### src/rtl/snn_step_scheduler_pkg.sv
// Shared types and sizing helpers for the SNN time-step scheduler.
package snn_sched_pkg;

  typedef enum logic [2:0] {
    IDLE  = 3'd0,
    LATCH = 3'd1,
    SHIFT = 3'd2,
    START = 3'd3,
    WAIT  = 3'd4,
    DONE  = 3'd5
  } state_e;

  localparam int DEF_NUM_LAYERS = 2;
  localparam int DEF_MAX_WAIT   = 255;
  localparam int DEF_STEP_CNT_W = 8;

  // Bits needed to hold 0..n-1, never less than one bit.
  function automatic int idx_w(input int n);
    return (n <= 2) ? 1 : $clog2(n);
  endfunction

  localparam int DEF_LI_W = idx_w(DEF_NUM_LAYERS);
  localparam int DEF_WC_W = idx_w(DEF_MAX_WAIT);

endpackage

### src/rtl/snn_step_scheduler_if.sv
// Control handshake between the step scheduler and the spiking datapath.
interface snn_step_scheduler_if #(
  parameter int NUM_LAYERS = 2
);
  logic                  enable;
  logic                  step_tick;
  logic                  input_spike_ready;
  logic [NUM_LAYERS-1:0] layer_done;
  logic                  spike_latch_en;
  logic                  delay_shift_en;
  logic [NUM_LAYERS-1:0] layer_start;
  logic                  output_valid;

  modport master (
    input  enable, step_tick, input_spike_ready, layer_done,
    output spike_latch_en, delay_shift_en, layer_start, output_valid
  );

  modport slave (
    output enable, step_tick, input_spike_ready, layer_done,
    input  spike_latch_en, delay_shift_en, layer_start, output_valid
  );
endinterface

### src/rtl/snn_step_scheduler_watchdog.sv
// Per-layer wait counter; expired flags the last allowed WAIT cycle.
module snn_layer_watchdog #(
  parameter int MAX_WAIT = 255,
  parameter int WC_W     = 8
) (
  input  logic clk,
  input  logic reset,
  input  logic clr,
  input  logic inc,
  output logic expired
);
  logic [WC_W-1:0] wc_q, wc_d;

  // Clear has priority so a fresh layer always starts counting from zero.
  always_comb begin
    wc_d = wc_q;
    if (clr)      wc_d = '0;
    else if (inc) wc_d = wc_q + 1'b1;
  end

  // Counter register.
  always_ff @(posedge clk) begin
    if (reset) wc_q <= '0;
    else       wc_q <= wc_d;
  end

  assign expired = (wc_q == WC_W'(MAX_WAIT - 1));
endmodule

### src/rtl/snn_step_scheduler.sv
// Sequences one SNN time step: latch spikes, shift delays, run layers, flag output.
module snn_step_scheduler
  import snn_sched_pkg::*;
#(
  parameter int NUM_LAYERS = DEF_NUM_LAYERS,
  parameter int MAX_WAIT   = DEF_MAX_WAIT,
  parameter int STEP_CNT_W = DEF_STEP_CNT_W
) (
  input  logic                  clk,
  input  logic                  reset,
  input  logic                  clear_err,
  snn_step_scheduler_if.master  bus,
  output logic                  busy,
  output logic [STEP_CNT_W-1:0] step_count,
  output logic                  overrun,
  output logic                  timeout_err
);
  localparam int LI_W = idx_w(NUM_LAYERS);
  localparam int WC_W = idx_w(MAX_WAIT);

  state_e                state_q, state_d;
  logic [LI_W-1:0]       li_q, li_d;
  logic [STEP_CNT_W-1:0] cnt_q, cnt_d;
  logic                  ovr_q, ovr_d, tmo_q, tmo_d;
  logic                  latch_q, latch_d, shift_q, shift_d;
  logic                  valid_q, valid_d, busy_q, busy_d;
  logic [NUM_LAYERS-1:0] start_q, start_d;
  logic                  wc_clr, wc_inc, wc_expired, cur_done, tmo_set, ovr_set;

  assign cur_done = bus.layer_done[li_q];

  snn_layer_watchdog #(
    .MAX_WAIT (MAX_WAIT),
    .WC_W     (WC_W)
  ) u_watchdog (
    .clk     (clk),
    .reset   (reset),
    .clr     (wc_clr),
    .inc     (wc_inc),
    .expired (wc_expired)
  );

  // Next-state logic; outputs are decoded from the next state so the registered
  // pulses line up exactly with the state they belong to.
  always_comb begin
    state_d = state_q;
    li_d    = li_q;
    cnt_d   = cnt_q;
    wc_clr  = 1'b0;
    wc_inc  = 1'b0;
    tmo_set = 1'b0;
    case (state_q)
      IDLE: begin
        if (bus.step_tick && bus.enable && bus.input_spike_ready) begin
          state_d = LATCH;
          li_d    = '0;
        end
      end
      LATCH: state_d = SHIFT;
      SHIFT: state_d = START;
      START: begin
        wc_clr  = 1'b1;
        state_d = WAIT;
      end
      WAIT: begin
        // A done on the final allowed cycle beats the timeout.
        if (cur_done) begin
          if (li_q == LI_W'(NUM_LAYERS - 1)) begin
            state_d = DONE;
          end else begin
            li_d    = li_q + 1'b1;
            state_d = START;
          end
        end else if (wc_expired) begin
          tmo_set = 1'b1;
          state_d = IDLE;
        end else begin
          wc_inc = 1'b1;
        end
      end
      DONE: begin
        cnt_d   = cnt_q + 1'b1;
        state_d = IDLE;
      end
      default: state_d = IDLE;
    endcase

    ovr_set = (state_q != IDLE) && bus.step_tick;
    ovr_d   = ovr_set || (ovr_q && !clear_err);
    tmo_d   = tmo_set || (tmo_q && !clear_err);

    latch_d = (state_d == LATCH);
    shift_d = (state_d == SHIFT);
    valid_d = (state_d == DONE);
    busy_d  = (state_d != IDLE);
    start_d = '0;
    if (state_d == START) start_d[li_d] = 1'b1;
  end

  // State, counters, sticky flags and registered outputs.
  always_ff @(posedge clk) begin
    if (reset) begin
      state_q <= IDLE;
      li_q    <= '0;
      cnt_q   <= '0;
      ovr_q   <= 1'b0;
      tmo_q   <= 1'b0;
      latch_q <= 1'b0;
      shift_q <= 1'b0;
      valid_q <= 1'b0;
      busy_q  <= 1'b0;
      start_q <= '0;
    end else begin
      state_q <= state_d;
      li_q    <= li_d;
      cnt_q   <= cnt_d;
      ovr_q   <= ovr_d;
      tmo_q   <= tmo_d;
      latch_q <= latch_d;
      shift_q <= shift_d;
      valid_q <= valid_d;
      busy_q  <= busy_d;
      start_q <= start_d;
    end
  end

  assign bus.spike_latch_en = latch_q;
  assign bus.delay_shift_en = shift_q;
  assign bus.layer_start    = start_q;
  assign bus.output_valid   = valid_q;
  assign busy               = busy_q;
  assign step_count         = cnt_q;
  assign overrun            = ovr_q;
  assign timeout_err        = tmo_q;
endmodule
### src/flat_wrapper.sv
// flat-port wrapper written by rule: the top's interface ports become plain ports
module snn_step_scheduler_flat import snn_sched_pkg::*;
#(
  parameter int NUM_LAYERS = DEF_NUM_LAYERS,
  parameter int MAX_WAIT   = DEF_MAX_WAIT,
  parameter int STEP_CNT_W = DEF_STEP_CNT_W
)
  (clk, reset, clear_err, busy, step_count, overrun, timeout_err, bus_enable, bus_step_tick, bus_input_spike_ready, bus_layer_done, bus_spike_latch_en, bus_delay_shift_en, bus_layer_start, bus_output_valid);
  snn_step_scheduler_if #(.NUM_LAYERS(NUM_LAYERS)) bus_i ();
  input  logic clk;
  input  logic reset;
  input  logic clear_err;
  output logic busy;
  output logic [STEP_CNT_W-1:0] step_count;
  output logic overrun;
  output logic timeout_err;
  input wire logic [$bits(bus_i.enable)-1:0] bus_enable;
  input wire logic [$bits(bus_i.step_tick)-1:0] bus_step_tick;
  input wire logic [$bits(bus_i.input_spike_ready)-1:0] bus_input_spike_ready;
  input wire logic [$bits(bus_i.layer_done)-1:0] bus_layer_done;
  output wire logic [$bits(bus_i.spike_latch_en)-1:0] bus_spike_latch_en;
  output wire logic [$bits(bus_i.delay_shift_en)-1:0] bus_delay_shift_en;
  output wire logic [$bits(bus_i.layer_start)-1:0] bus_layer_start;
  output wire logic [$bits(bus_i.output_valid)-1:0] bus_output_valid;
  assign bus_i.enable = bus_enable;
  assign bus_i.step_tick = bus_step_tick;
  assign bus_i.input_spike_ready = bus_input_spike_ready;
  assign bus_i.layer_done = bus_layer_done;
  assign bus_spike_latch_en = bus_i.spike_latch_en;
  assign bus_delay_shift_en = bus_i.delay_shift_en;
  assign bus_layer_start = bus_i.layer_start;
  assign bus_output_valid = bus_i.output_valid;
  snn_step_scheduler #(.NUM_LAYERS(NUM_LAYERS), .MAX_WAIT(MAX_WAIT), .STEP_CNT_W(STEP_CNT_W)) u_core (.clk(clk), .reset(reset), .clear_err(clear_err), .bus(bus_i), .busy(busy), .step_count(step_count), .overrun(overrun), .timeout_err(timeout_err));
endmodule
### config.mk
export PLATFORM = sky130hd
export DESIGN_NAME = snn_step_scheduler_flat
export DESIGN_NICKNAME = d
export VERILOG_FILES = /design/src/rtl/snn_step_scheduler_pkg.sv /design/src/rtl/snn_step_scheduler_if.sv /design/src/rtl/snn_step_scheduler_watchdog.sv /design/src/rtl/snn_step_scheduler.sv /design/src/flat_wrapper.sv
export SDC_FILE = /design/constraint.sdc
export NUM_CORES = 1
export LEC_CHECK = 0
export ABC_AREA = 1
export CAP_MARGIN = 25
export CORE_MARGIN = 4
export CORE_UTILIZATION = 35
export DETAILED_ROUTE_END_ITERATION = 10
export PLACE_DENSITY_LB_ADDON = 0.15
export SYNTH_ARGS = -nofsm -noshare
export SYNTH_HDL_FRONTEND = slang
export SYNTH_SLANG_ARGS = --single-unit
### constraint.sdc
create_clock -name clk -period 1.5 [get_ports clk]
set_input_delay 0.3 -clock clk [delete_from_list [all_inputs] [get_ports clk]]
set_output_delay 0.3 -clock clk [all_outputs]
set_load 0.03 [all_outputs]
==> reports/qor.txt <==
Util after Layout = 0.480
relative slew slack = 0.739
initial DRC count = 53
CTS root buffer = clkbuf_8
top post-synthesis cells by area = dfxtp_1 (41%), nand2_1 (14%), inv_1 (7.1%)
crit path buf inv count = 1
hpwl dp = 2120 um
number of enable flip-flop cells after synthesis = 0
Worst Path Arrival = 1140 ps
largest net degree at the start of global routing = 16
WL per Instance = 10.6 um
core area = 3720 um^2
deepest clock path buffer count = 2
Design Area, Final = 1780 um^2
Die H = 70.7 um
Hold Fails Final Rpt = 0
Synth Instances = 186
Hold Slack = 468 ps
final clock skew = 3.87 ps
# diodes = 0
first-pass GRT wire length = 4800 um
Syn Area/Cell = 7.39 um^2
crit path kind = reg2out
initial antenna violation count = 0
ys flop type = dfxtp_1
Max Clk Rate = 0.696 GHz
worst-path fanout max = 5
critical path's largest stage delay = 430 ps
clock slew at reported path FFs = 100 ps
GRT busiest layer = met2
routed vias = 1228
starting density of the core = 0.370
leading area contributor after synthesis = dfxtp_1
Design Power = 1.39 mW
Worst setup EP type = output port
ys async rst share = 0
most frequent cell after synthesis = nand2_1
clk_lat worst skew = 280 ps
Max VDD drop = 0.318 mV
post-synth cell types = 30
PortBufs = 23
Seq cells post-synth = 28
final WL = 2840 um
sequential fraction of the synthesis area = 0.408
Post-DP Area = 1700 um^2
clk sink count = 28
die area = 4990 um^2
routing usage on met1 = 0.144
NumNets Final = 232
Die X = 70.7 um
met2 GRT Util = 0.188
worst-margin pin slew = 388 ps
DRT Pass-1 Iters = 6
Final GP Congestion = 0.872
Crit path max-delay family = flip-flops
status = completed
pwr/cell area = 778 nW/um^2
FILL cells = 392
syn nets = 197
Top Ports = 24
fin crit share = 0.958
via/cell ratio = 4.58
Period minus WS final = 1440 ps
met3 GRT Util = 0.0256
overall routing resource usage = 0.117
fin cells = 268
Post-DRT Antenna Nets = 0
CTS tree = done
H-tree levels = 1
# rows = 22
share of layout cells above drive strength 1 = 0.191
Synthesis Warnings = 0
vias in the first global route = 1168
startpoint types = flop
GRT overflow = 0
Max-Cap Viols = 0
Static Leakage = 0.799 nW
top cells by count, synth = nand2_1 (50), dfxtp_1 (28), inv_1 (26), nor2_1 (20), a21oi_1 (16)
max-slew violation count = 0
TritonCTS buffer count = 3
Yosys top cell area share = 0.408
area occupied by multi-input gates = 718 um^2
Sequential Area = 566 um^2
setup violators final = 0
P&R area growth vs syn = 29.8%
worst path cell trace = dlygate4sd2_1
WP data required = 1200 ps
Mapped Area = 1370 um^2
CP max-delay cell = dfxtp_1
Hold Path Class = reg2reg
drc violations = 0
DP Cell Count = 262
what timing repair did:
action                                  in CTS  in global routing
pin swaps                                    0                  2
hold buffers                                 0                  0
buffers inserted                             0                  2
resized for setup                           16                 13
endpoints found under the setup margin      16                 10
endpoints found under the hold margin        0                  0
final cells by class:
cell class                      count  share of cell area
Inverter                           27              0.0596
Timing Repair Buffer               32               0.156
Tap cell                           48              0.0337
Clock buffer                        4              0.0309
Sequential cell                    28               0.317
Multi-Input combinational cell    129               0.403
placed cells by master (no fill, tap or decap), types with 2 or more instances in the layout:
cell type        instances
inv_1                   25
clkbuf_8                 4
dlygate4sd2_1           16
nand3_2                  2
nor2_4                   6
ha_1                     2
nand3_1                  7
dfxtp_2                  4
o21ai_0                  5
dfxtp_1                 24
a21oi_1                 15
nand2_4                  2
nor2_2                   2
nor2_1                  18
nand2_1                 48
a21oi_2                  3
xnor2_1                  2
nand2_2                  4
buf_4                    9
clkdlybuf4s50_1          7
registers in the layout, summed over array words and instances, names as in the netlist:
register                   count
u_core.bus.delay_shift_en      1
u_core.bus.layer_start         2
u_core.bus.output_valid        1
u_core.bus.spike_latch_en      1
u_core.busy                    1
u_core.li_q                    1
u_core.overrun                 1
u_core.state_q                 3
u_core.step_count              8
u_core.timeout_err             1
u_core.u_watchdog.wc_q         8
routing by layer:
layer / vias to the layer above / part of all wire
met3: 7 / 0.053
li1: 650 / -
met1: 538 / 0.48
met4: 0 / 0.027
met5: - / 0
met2: 33 / 0.44
final timing paths:
path | from | endpoint | slack (ps) | cells after the start
setup reg to reg | u_core.u_watchdog.wc_q[0] | u_core.busy | 80 | 11
hold reg to reg | u_core.timeout_err | u_core.timeout_err | 470 | 2
hold / removal | u_core.timeout_err | u_core.timeout_err | 470 | 2
setup / recovery | u_core.step_count[5] | step_count[5] | 60 | 1
cells by family after synthesis:
| family | Yosys count | synth area share |
|---|---|---|
| flip-flops | 28 | 0.408 |
| adder cells (fa/ha/maj) | 3 | 0.0273 |
| AO/OA/AOI/OAI | 26 | 0.103 |
| XOR/XNOR | 3 | 0.0191 |
| buffers and inverters | 29 | 0.0883 |
| AND/OR/NAND/NOR | 97 | 0.354 |
power by group:
part           internal [mW]  switching (mW)
Sequential             0.757          0.0157
Clock                  0.236           0.243
Combinational         0.0573          0.0784
stage by stage:
stage	setup slack [ps]	setup TNS (ps)
after floorplan	77.4	0
after global placement	-29.5	-36.5
after detailed placement	-55.0	-186
after CTS	18.0	0
after global routing	-18.8	-18.8
final	63.1	0
No activity file was read; power rests on OpenSTA's default activity.
